<file path="src/rtl/pc_sequencer.sv">
// pc_sequencer: fetch-stage program counter with increment, relative branch,
// absolute jump, and call/return through an optional return-address stack.
//
// Parameters:
//   ADDR_W    - PC width; instruction memory holds 2^ADDR_W words
//   RESET_VEC - value loaded into pc_out on reset
//   RAS_DEPTH - return-address stack entries (power of two, >= 2)
//
// Ports:
//   clk        - clock, all state changes on the rising edge
//   rst        - synchronous active-high reset
//   stall      - hold PC and stack this cycle
//   branch_en  - PC-relative branch, pc_out + branch_off (signed)
//   branch_off - two's-complement branch offset
//   jump_en    - absolute jump to target
//   call_en    - push pc_out + 1, jump to target
//   ret_en     - pop the stack into the PC
//   target     - absolute destination for jump and call
//   pc_out     - registered fetch address
//   pc_next    - combinational value pc_out takes at the next edge
//   ras_empty  - stack holds no entries
//   ras_full   - stack holds RAS_DEPTH entries
//   ras_err    - sticky push-while-full / pop-while-empty flag
//
// Build option: define PC_RAS_EN to build the return-address stack.
// Without it, call_en acts as jump_en, ret_en is ignored, and the flags
// are tied off (ras_empty = 1, ras_full = 0, ras_err = 0).

module pc_sequencer #(
   parameter int unsigned ADDR_W    = 6,
   parameter int unsigned RESET_VEC = 0,
   parameter int unsigned RAS_DEPTH = 4
) (
   input  logic              clk,
   input  logic              rst,
   input  logic              stall,
   input  logic              branch_en,
   input  logic [ADDR_W-1:0] branch_off,
   input  logic              jump_en,
   input  logic              call_en,
   input  logic              ret_en,
   input  logic [ADDR_W-1:0] target,
   output logic [ADDR_W-1:0] pc_out,
   output logic [ADDR_W-1:0] pc_next,
   output logic              ras_empty,
   output logic              ras_full,
   output logic              ras_err
);

   localparam logic [ADDR_W-1:0] RST_PC = ADDR_W'(RESET_VEC);

   logic [ADDR_W-1:0] pc_q;
   logic [ADDR_W-1:0] pc_inc;
   logic [ADDR_W-1:0] pc_br;
   logic [ADDR_W-1:0] pc_nx;

   // Both sums wrap modulo 2^ADDR_W; a signed offset added as unsigned
   // gives the same low ADDR_W bits, so backward branches need no sign logic.
   assign pc_inc = pc_q + ADDR_W'(1);
   assign pc_br  = pc_q + branch_off;

`ifdef PC_RAS_EN

   localparam int unsigned PTR_W = $clog2(RAS_DEPTH);
   localparam int unsigned CNT_W = PTR_W + 1;
   localparam logic [CNT_W-1:0] CNT_MAX = CNT_W'(RAS_DEPTH);

   logic [ADDR_W-1:0] ras_mem [RAS_DEPTH];
   // sp addresses the next free slot; the top entry sits at sp - 1.
   // When full, sp wraps onto the oldest entry so a push overwrites it.
   logic [PTR_W-1:0]  sp;
   logic [CNT_W-1:0]  cnt;
   logic              err_q;
   logic [ADDR_W-1:0] ras_top;
   logic              empty;
   logic              full;
   logic              push;
   logic              pop;
   logic              err_set;

   assign empty   = (cnt == '0);
   assign full    = (cnt == CNT_MAX);
   assign ras_top = ras_mem[sp - PTR_W'(1)];

   always_comb begin
      pc_nx   = pc_inc;
      push    = 1'b0;
      pop     = 1'b0;
      err_set = 1'b0;
      if (rst) begin
         pc_nx = RST_PC;
      end else if (stall) begin
         pc_nx = pc_q;
      end else if (ret_en) begin
         if (!empty) begin
            pop   = 1'b1;
            pc_nx = ras_top;
         end else begin
            err_set = 1'b1;
         end
      end else if (call_en) begin
         push    = 1'b1;
         pc_nx   = target;
         err_set = full;
      end else if (jump_en) begin
         pc_nx = target;
      end else if (branch_en) begin
         pc_nx = pc_br;
      end
   end

   // Stack contents need no reset; count and pointer define validity.
   always_ff @(posedge clk) begin
      if (push) begin
         ras_mem[sp] <= pc_inc;
      end
   end

   always_ff @(posedge clk) begin
      if (rst) begin
         pc_q  <= RST_PC;
         sp    <= '0;
         cnt   <= '0;
         err_q <= 1'b0;
      end else begin
         pc_q <= pc_nx;
         if (push) begin
            sp <= sp + PTR_W'(1);
            if (!full) begin
               cnt <= cnt + CNT_W'(1);
            end
         end else if (pop) begin
            sp  <= sp - PTR_W'(1);
            cnt <= cnt - CNT_W'(1);
         end
         if (err_set) begin
            err_q <= 1'b1;
         end
      end
   end

   assign ras_empty = empty;
   assign ras_full  = full;
   assign ras_err   = err_q;

`else

   // Without a stack, a call is just a jump and a return is not a request.
   logic unused_ret;
   assign unused_ret = ret_en;

   always_comb begin
      pc_nx = pc_inc;
      if (rst) begin
         pc_nx = RST_PC;
      end else if (stall) begin
         pc_nx = pc_q;
      end else if (call_en || jump_en) begin
         pc_nx = target;
      end else if (branch_en) begin
         pc_nx = pc_br;
      end
   end

   always_ff @(posedge clk) begin
      if (rst) begin
         pc_q <= RST_PC;
      end else begin
         pc_q <= pc_nx;
      end
   end

   assign ras_empty = 1'b1;
   assign ras_full  = 1'b0;
   assign ras_err   = 1'b0;

`endif

   assign pc_out  = pc_q;
   assign pc_next = pc_nx;

endmodule

</file>
<file path="config.mk">
export PLATFORM = sky130hd
export DESIGN_NAME = pc_sequencer
export DESIGN_NICKNAME = d
export VERILOG_FILES = /design/src/rtl/pc_sequencer.sv
export SDC_FILE = /design/constraint.sdc
export NUM_CORES = 1
export LEC_CHECK = 0
export ABC_AREA = 1
export CAP_MARGIN = 20
export CORE_MARGIN = 8
export CORE_UTILIZATION = 35
export CTS_CLUSTER_SIZE = 24
export DETAILED_ROUTE_END_ITERATION = 12
export GPL_ROUTABILITY_DRIVEN = 0
export PLACE_DENSITY = 0.83
export SLEW_MARGIN = 20
export SYNTH_ARGS = -nofsm -noshare
export SYNTH_HDL_FRONTEND = slang
export SYNTH_SLANG_ARGS = --single-unit
</file>
<file path="constraint.sdc">
create_clock -name clk -period 1.6 [get_ports clk]
set_input_delay 0.16 -clock clk [delete_from_list [all_inputs] [get_ports clk]]
set_output_delay 0.16 -clock clk [all_outputs]
set_load 0.02 [all_outputs]
</file>
==> reports/qor.json <==
{
  "layout": {
    "utilization_pct": 77.22,
    "total_number_of_nets_in_the_final_design": 181,
    "finalInstanceArea_um2": 1319,
    "drive_above_1_share_pct": 54.19,
    "antenna_cells_inserted": 0,
    "largest_reg_flops": 6,
    "layout-area-overhead-vs-synth_pct": 111.2
  },
  "power": {
    "power-per-cell-area_nw_per_um2": 557.2,
    "comb_power_share_pct": 53.3,
    "fraction_of_power_consumed_by_the_clock_network_pct": 22.6,
    "leakage_nw": 0.6440,
    "p_sw_share_pct": 38.21,
    "p_switching_uw": 280.8,
    "seq_power_share_pct": 24.1,
    "max-vdd-ir-drop_mv": 0.4471,
    "power.internal_uw": 454.0
  },
  "timing": {
    "worst_slack_ns": -0.3905,
    "layout_min_cycle_time_ns": 1.990,
    "final.period_utilization_pct": 124.4,
    "report.final.slew_viol_count": 0,
    "max_freq_ghz": 0.5024,
    "finClkSkew_ns": 0.01207,
    "rsz0062_at_grt": "yes",
    "finalSetupViolations": 6,
    "finalHoldViolCount": 0
  },
  "floorplan": {
    "placeableCoreArea_um2": 1708,
    "design.die.area_um2": 3391,
    "placement_rows": 15,
    "overall_die_width_um": 58.24,
    "die-height_um": 58.24,
    "initial_utilization_pct": 36.56,
    "ios": 34
  },
  "yosys": {
    "async_set_reset_flop_share_out_of_synthesis_pct": 0,
    "synth_edf_count": 0,
    "synth.cell_area_um2": 624.3,
    "post_synth_inst_count": 97,
    "ys.warnings.count": 0,
    "synth_area_per_cell_um2": 6.437,
    "ys_types": 21,
    "ys.flop_type": "dfxtp_1",
    "yosysSeqAreaShare_pct": 19.24,
    "yosys_register_bits": 6
  },
  "grt": {
    "groute.usage.overall_pct": 17.63,
    "grt_start_max_net_pins": 9,
    "grt_remaining_overflow": 0,
    "first_global_vias": 1000,
    "grt_first_pass_wirelength_mm": 4.685,
    "grt_antenna_before_repair": 0
  },
  "cts": {
    "cts_root_buffer": "clkbuf_4",
    "clk_pin_slew_worst_paths_ns": 0.06,
    "ctsLongestPathBuffers": 2,
    "cts_num_sinks": 6,
    "ctsHtreeMaxLevel": 1,
    "tritoncts.num_buffers": 3,
    "tritoncts": "yes",
    "clock_insertion_delay_worst_skew_ns": 0.26
  },
  "routing": {
    "drt_first_pass_iters": 4,
    "drt_iter0_markers": 26,
    "drt_drc_violations_left": 0,
    "route.detailed.wl_per_inst_um": 15.99,
    "wl_mm": 2.879,
    "route.detailed.vias_per_inst": 5.067,
    "number_of_nets_with_antenna_violations_after_routing": 0,
    "detailroute.via_count": 912
  },
  "setup_path": {
    "cp-start-kind": "flop",
    "critical_path_cell_sequence": "ha_4 > fa_2 > nand3_2 > nand2_2 > buf_4 > o21ai_4 > a21oi_2 > buf_4",
    "critical_path_buf_inv_count": 2,
    "critical_path_arrival_ns": 1.83,
    "crit_type": "reg -> out",
    "critical-path-max-stage-delay_ns": 0.36,
    "critPathTopFamily": "adder cells",
    "timing.critical_path.fanout_max": 2,
    "cp-startpoint": "pc_out[0]$_SDFF_PP0_",
    "worstReg2RegStart": "pc_out[0]$_SDFF_PP0_",
    "end_kind": "output pin",
    "cp_slowest_cell": "fa_2",
    "crit_required_ns": 1.44,
    "crit_top_cell": "buf_4"
  },
  "status": {
    "violations": "setup timing",
    "status": "finished, violations left"
  },
  "run": {
    "drv.max_cap_violation_count": 0
  },
  "place": {
    "port_buffers": 29,
    "post_dp_hpwl_mm": 1.948,
    "placed_area_um2": 1126
  },
  "worst_hold_path": {
    "hold_path.startpoint": "jump_en",
    "worstHoldPathType": "in -> reg"
  }
}
routing by layer:
metal / vias to the layer above / track usage [%] / wire, um
met5: - / 0 / 0
met4: 0 / 10.49 / 130
met3: 18 / 3.753 / 188
met2: 49 / 30.89 / 1431
met1: 427 / 18.90 / 1128
li1: 418 / - / -
area by class of cell:
| type | count | area, um^2 |
|---|---|---|
| multi-input combinational | 69 | 565.5 |
| timing repair buffer | 56 | 486.7 |
| fill | 103 | 389.1 |
| sequential | 6 | 133.9 |
| inverter | 20 | 75.07 |
| tap | 25 | 31.28 |
| clock buffer | 4 | 26.28 |
cell families after synthesis:
kind of cell	Yosys count	share of synthesized area, %
buf+inv	23	15.63
fa+ha+maj	6	13.23
compound gates	19	17.43
simple gates	40	31.86
other cells	2	1.203
flops	6	19.24
xor+xnor	1	1.403
layout by cell type, fill, tap and decap left out, types with 2 or more instances in the layout:
cell and instances:
buf_4 27, nand2_1 16, clkdlybuf4s50_1 15, inv_2 10
inv_1 10, nand2_2 10, a21oi_1 8, dlygate4sd2_1 7
buf_6 6, nand3_2 5, ha_4 5, nand3_1 3
conb_1 3, clkbuf_4 3, dfxtp_4 3, a21oi_2 2
o21ai_0 2, nor2_1 2, o211ai_1 2, dfxtp_2 2
power by group through the flow:
stage / Sequential, mW / Combinational [mW] / Clock, mW
5_1_grt: 0.178 / 0.415 / 0.173
3_5_place_dp: 0.175 / 0.326 / 0
2_1_floorplan: 0.189 / 0.144 / 0
6_report: 0.177 / 0.392 / 0.166
4_1_cts: 0.177 / 0.370 / 0.170
3_3_place_gp: 0.174 / 0.315 / 0
worst paths after layout:
path,slack [ns],endpoint,depth (start not counted)
hold reg to reg,0.67,pc_out[3]$_SDFF_PP0_,3
hold / removal,0.56,pc_out[4]$_SDFF_PP0_,6
setup / recovery,-0.39,pc_next[4],8
setup reg to reg,-0.03,pc_out[1]$_SDFF_PP0_,8
metrics by stage:
step | power, mW | hold WS [ns] | TNS, ns | setup WS, ns | std cells
floorplan | 0.3335 | 0.2324 | -0.02493 | -0.02493 | 98
global placement | 0.4894 | 0.6100 | -6.337 | -0.9629 | 169
detailed placement | 0.5008 | 0.6153 | -6.652 | -0.9732 | 169
CTS | 0.7168 | 0.5457 | -1.480 | -0.3923 | 178
global route | 0.7663 | 0.5894 | -1.748 | -0.4175 | 180
finish | 0.7349 | 0.5560 | -1.381 | -0.3905 | 180
synth_stat cells (3+ instances only):
cell | count | share of area [%]
inv_1 | 16 | 9.6
nor2_1 | 3 | 1.8
dfxtp_1 | 6 | 19
inv_2 | 4 | 2.4
nand3_2 | 3 | 4.8
nand2_2 | 3 | 3.0
buf_4 | 3 | 3.6
nand3_1 | 6 | 4.8
nand2_1 | 23 | 14
a21oi_1 | 11 | 8.8
ha_1 | 5 | 10
worst min-delay path, stage by stage:
cell           delay [ns]
dlygate4sd2_1        0.24
nor2_4               0.05
inv_2                0.12
a21oi_2              0.06
o21ai_4              0.07
a21oi_1              0.07
what timing repair did:
| item | 4_1_cts | 5_1_grt |
|---|---|---|
| gates cloned | 0 | 0 |
| hold buffers | 0 | 0 |
| setup endpoints to repair | 10 | 9 |
| pin swaps | 16 | 9 |
| buffers inserted | 5 | 2 |
| resized for setup | 65 | 12 |
| hold endpoints to repair | 0 | 0 |
Power figures use the tool's default switching activity.
==> RTL change 1: new RTL, same settings <==
`ADDR_W`: 6 -> 5.
--- a/src/rtl/pc_sequencer.sv
+++ b/src/rtl/pc_sequencer.sv
@@ -27,7 +27,7 @@
 // are tied off (ras_empty = 1, ras_full = 0, ras_err = 0).
 
 module pc_sequencer #(
-   parameter int unsigned ADDR_W    = 6,
+   parameter int unsigned ADDR_W    = 5,
    parameter int unsigned RESET_VEC = 0,
    parameter int unsigned RAS_DEPTH = 4
 ) (
Ports: changed (resized branch_off, pc_next, pc_out and target); port bits go from 34 to 30. The function was not compared with the original's and may differ.
==> RTL change 1 against the unedited design <==
The run still ends with setup timing left; sequential cell count shrank 1; routed wire length decreased by 34%; synthesized cell count shrank 12%; design area is 23% lower; area after synthesis decreased by 17%; power shrank 20%; register-to-register slack lost 160 ps; worst setup slack better by 29 ps; largest cell class is now buffers.
==> RTL change 1: results (changes against the unedited design) <==
Fillers: 118 (+15%)
Reg2reg end: pc_out[1]
CP max-delay cell: fa_2
Finished Layout Cells: 150 (-17%)
Worst VDD drop: 0.344 mV (-23%)
Layout cells sized above 1: 35.8% (-18 points)
Max reg flops: 5 (-1)
Dpl cells: 140 (-17%)
Distinct cell type count after synthesis: 18 (-14%)
DRT iter0 DRCs: 11 (-58%)
Vias in the first global route: 742 (-26%)
R2R Setup Slk: -190 ps (-160 ps)
Layout Skew: 4.60 ps (-7.47 ps)
WL met2: 909 um (-36%)
Failing checks: setup timing
Met1 WL: 736 um (-35%)
Worst hold slack: 378 ps (-178 ps)
Seq/Total Area, Yosys: 19.4% (+0.18 points)
Post-CTS Resized: 36 (-45%)
Vias: 708 (-22%)
Arrival @ worst endpoint: 1800 ps (-30 ps)
Routing usage on met1: 13.2% (-5.7 points)
Final layout net count: 157 (-13%)
Placed cell area: 912 um2 (-19%)
Drt wl/cell: 12.6 um (-21%)
List of most frequent post-synthesis cells: 21 x nand2_1, 16 x inv_1, 11 x a21oi_1, 6 x nand3_1, 5 x dfxtp_1
# setup viols final: 6 (unchanged)
Drt pass-1 iters: 4 (unchanged)
Port buffer count: 25 (-14%)
Met3 WL: 187 um (-0.53%)
Start of the worst register-to-register path: pc_out[0]
Syn Inst Count: 85 (-12%)
Post-DP HPWL: 1430 um (-26%)
Post-CTS Setup Inserts: 7 (+2)
Setup TNS: -1250 ps (+131 ps)
Status: finished with violations
CTS H-Tree Depth: 1 (unchanged)
Largest net degree at the start of global routing: 7 (-2)
First-pass GRT wire length: 2950 um (-37%)
R2R depth: 10 (+2)
Hold endpoint: pc_out[2]
Met3 Track Usage GR: 3.53% (-0.22 points)
Crit path max-delay family: adder cells
Met2 usage: 24.0% (-6.8 points)
Setup WS post-layout: -361 ps (+29.0 ps)
Hold Startpoint: call_en
Synth top area cells: dfxtp_1 19%, nand2_1 15%, inv_1 12%
Worst hold stages: 4 (-2)
P_leak: 0.553 nW (-14%)
Clk slew on worst S/H paths: 50 ps
Tot GR Track Use: 13.3% (-4.3 points)
Crit-path max FO: 2 (unchanged)
Dpl ws: -1030 ps (-57.2 ps)
Critical Path Max Stage Delay: 360 ps (about the same)
[RTL change 1: where the power goes]
group / leakage, nW / internal, mW / switching [mW] / total [mW]
sequential: 0.0424 / 0.135 / 0.00734 / 0.142
combinational: 0.496 / 0.154 / 0.139 / 0.292
clock: 0.0150 / 0.0949 / 0.0615 / 0.156
total: 0.553 / 0.384 / 0.207 / 0.591
[RTL change 1: final cells by class]
cell class / count / area (um2) / area share, %
clock buffer: 4 / 26.3 / 2.59
tap: 16 / 20.0 / 1.97
sequential: 5 / 105 / 10.4
timing repair buffer: 47 / 418 / 41.2
inverter: 19 / 71.3 / 7.03
multi-input combinational: 59 / 374 / 36.9
[RTL change 1: kinds of logic (layout without fill, tap and decap cells)]
logic type | count (synthesis) | count (layout) | synth area share, %
buffers and inverters | 22 | 70 | 18.2
other | 2 | 3 | 1.46
AND/OR/NAND/NOR | 34 | 34 | 30.3
AO/OA/AOI/OAI | 17 | 17 | 17.0
flip-flops | 5 | 5 | 19.4
adder cells (fa/ha/maj) | 5 | 5 | 13.6
==> RTL change 2: new RTL, config.mk and constraints unchanged <==
Without the edit above. Build with the macro `PC_RAS_EN` defined.
--- a/src/rtl/pc_sequencer.sv
+++ b/src/rtl/pc_sequencer.sv
@@ -25,6 +25,8 @@
 // Build option: define PC_RAS_EN to build the return-address stack.
 // Without it, call_en acts as jump_en, ret_en is ignored, and the flags
 // are tied off (ras_empty = 1, ras_full = 0, ras_err = 0).
+
+`define PC_RAS_EN
 
 module pc_sequencer #(
    parameter int unsigned ADDR_W    = 6,
Formal check against the unedited RTL: not equivalent (Yosys sat finds a counterexample within 4 cycles, from zero or initial values and one cycle with rst high).
==> RTL change 2 against the unedited design <==
The run still ends with setup timing left; final cell count rose by 130%; clock power rose to 5.0 times the old value; utilization fell by 18 points; critical path depth is 2 higher; worst setup slack lost 290 ps; via count up 140%; largest cell class unchanged; register-to-register slack got worse by 270 ps; power grew to 4.2 times the old value; largest power group unchanged; sequential cell count increased by 30; critical path type unchanged; area after synthesis grew to 3.3 times the old value; routed wire length grew to 2.6 times the old value; synthesized cell count grew to 2.5 times the old value; design area rose to 2.6 times the old value.
==> RTL change 2: results (changes against the unedited design) <==
CP max-delay cell: dfxtp_4
Finished Layout Cells: 422 (+130%)
Setup TNS: -3910 ps (-2530 ps)
Hold Startpoint: rst
Synthesized Nets: 275
Port buffer count: 33 (+14%)
CTS Buf Count: 5 (+2)
Synth Area in Adders: 7.90% (-5.3 points)
List of most frequent post-synthesis cells: 49 x nand2_1, 30 x a21oi_1, 28 x inv_1, 24 x edfxtp_1, 18 x o21ai_0
Largest net degree at the start of global routing: 17 (+8)
Synth top area cells: edfxtp_1 34%, dfxtp_1 11%, nand2_1 8.8%
Seq/Total Area, Yosys: 46.0% (+27 points)
Post-Synth XOR/XNOR Area: 1.68% (+0.27 points)
Hold endpoint: ras_err
Sw Share: 32.5% (-5.7 points)
Dpl cells: 398 (+140%)
R2R depth: 7 (-1)
Drt wl/cell: 17.6 um (+9.9%)
Tot GR Track Use: 15.1% (-2.5 points)
Drt pass-1 iters: 5 (+1)
Status: finished with violations
Layout cells sized above 1: 44.4% (-9.8 points)
Distinct cell type count after synthesis: 32 (+52%)
Vias in the first global route: 2206 (+120%)
Synth Area in Compound Gates: 16.5% (-0.97 points)
Max reg flops: 24 (+18)
Vias/cell: 5.29 (+4.4%)
# setup viols final: 12 (+6)
DRT iter0 DRCs: 176 (+580%)
Worst hold stages: 3 (-3)
Placed cell area: 3000 um2 (+170%)
Clk root buf: clkbuf_8
Worst skew pair latency: 310 ps (+50 ps)
Worst hold slack: 177 ps (-379 ps)
Failing checks: setup timing
Layout Skew: 14.4 ps (+2.34 ps)
Setup WS post-layout: -680 ps (-290 ps)
Final layout net count: 377 (+110%)
Fillers: 434 (+320%)
Dpl ws: -1060 ps (-86.8 ps)
R2R Setup Slk: -300 ps (-270 ps)
First-pass GRT wire length: 10400 um (+120%)
P_leak: 1.54 nW (+140%)
Syn Inst Count: 244 (+150%)
CTS H-Tree Depth: 2 (+1)
Clk slew on worst S/H paths: 90 ps (+30 ps)
EDFF count, synth: 24 (+24)
[RTL change 2: cell types whose count changed in the layout (fill, tap and decap cells not counted), moves of 5 or more]
cell	unedited run	this run
buf_6	6	17
buf_4	27	53
nor2_1	2	15
o21ai_0	2	15
edfxtp_1	0	24
a21oi_2	2	10
clkbuf_8	0	5
dlymetal6s2s_1	0	6
inv_1	10	24
nand3_1	3	10
nand2_1	16	41
a21oi_1	8	16
[RTL change 2: worst max path at each step]
| stage | start | endpoint | slack (ps) | depth (start not counted) |
|---|---|---|---|---|
| 6_report | pc_out[0] | pc_next[2] | -680 | 10 |
| 5_1_grt | pc_out[0] | pc_next[2] | -780 | 10 |
| 4_1_cts | pc_out[0] | pc_next[1] | -620 | 7 |
| 3_5_place_dp | branch_off[0] | pc_next[2] | -1060 | 11 |
| 3_3_place_gp | branch_off[0] | pc_next[2] | -1040 | 11 |
| 2_1_floorplan | pc_out[0] | pc_next[1] | -210 | 6 |
[RTL change 2: critical path: cells and delay by family, from the launching register on]
kind                     cells  cell delay (ps)
adder cells (fa/ha/maj)      2              510
flip-flops                   1              350
AO/OA/AOI/OAI                3              450
buffers and inverters        2              170
AND/OR/NAND/NOR              3              330
[RTL change 2: repair_timing]
action                                  4_1_cts  5_1_grt
hold buffers                                  0        0
resized for setup                            67       39
endpoints found under the setup margin       16       20
setup buffers                                 9        8
pin swaps                                    15       29
[RTL change 2: power by group through the flow]
stage,combinational [mW],sequential [mW],clock (mW)
3_5_place_dp,0.872,1.09,0
3_3_place_gp,0.844,1.09,0
6_report,1.14,1.08,0.833
5_1_grt,1.23,1.08,0.872
2_1_floorplan,0.437,1.12,0
4_1_cts,1.01,1.07,0.814
[RTL change 2: kinds of logic after synthesis]
| kind of cell | after synthesis |
|---|---|
| AO/OA/AOI/OAI | 62 |
| flip-flops | 36 |
| buffers and inverters | 35 |
| XOR/XNOR | 4 |
| AND/OR/NAND/NOR | 95 |
| adder cells (fa/ha/maj) | 12 |
[RTL change 2: routing by layer]
layer | track usage (%) | up-vias | share of wire (%)
met2 | 26.3 | 104 | 49
met4 | 8.05 | 0 | 5.3
met3 | 2.72 | 32 | 6.7
met5 | 0 | - | 0
met1 | 17.2 | 1064 | 39
li1 | - | 1032 | -
[RTL change 2: layout make-up]
type	instances	area (um2)	area share, %
multi-input combinational	173	1290	37.0
sequential	36	982	28.2
timing repair buffer	98	885	25.4
inverter	32	128	3.66
tap	75	93.8	2.69
clock buffer	6	72.6	2.08
clock inverter	2	35.0	1.01
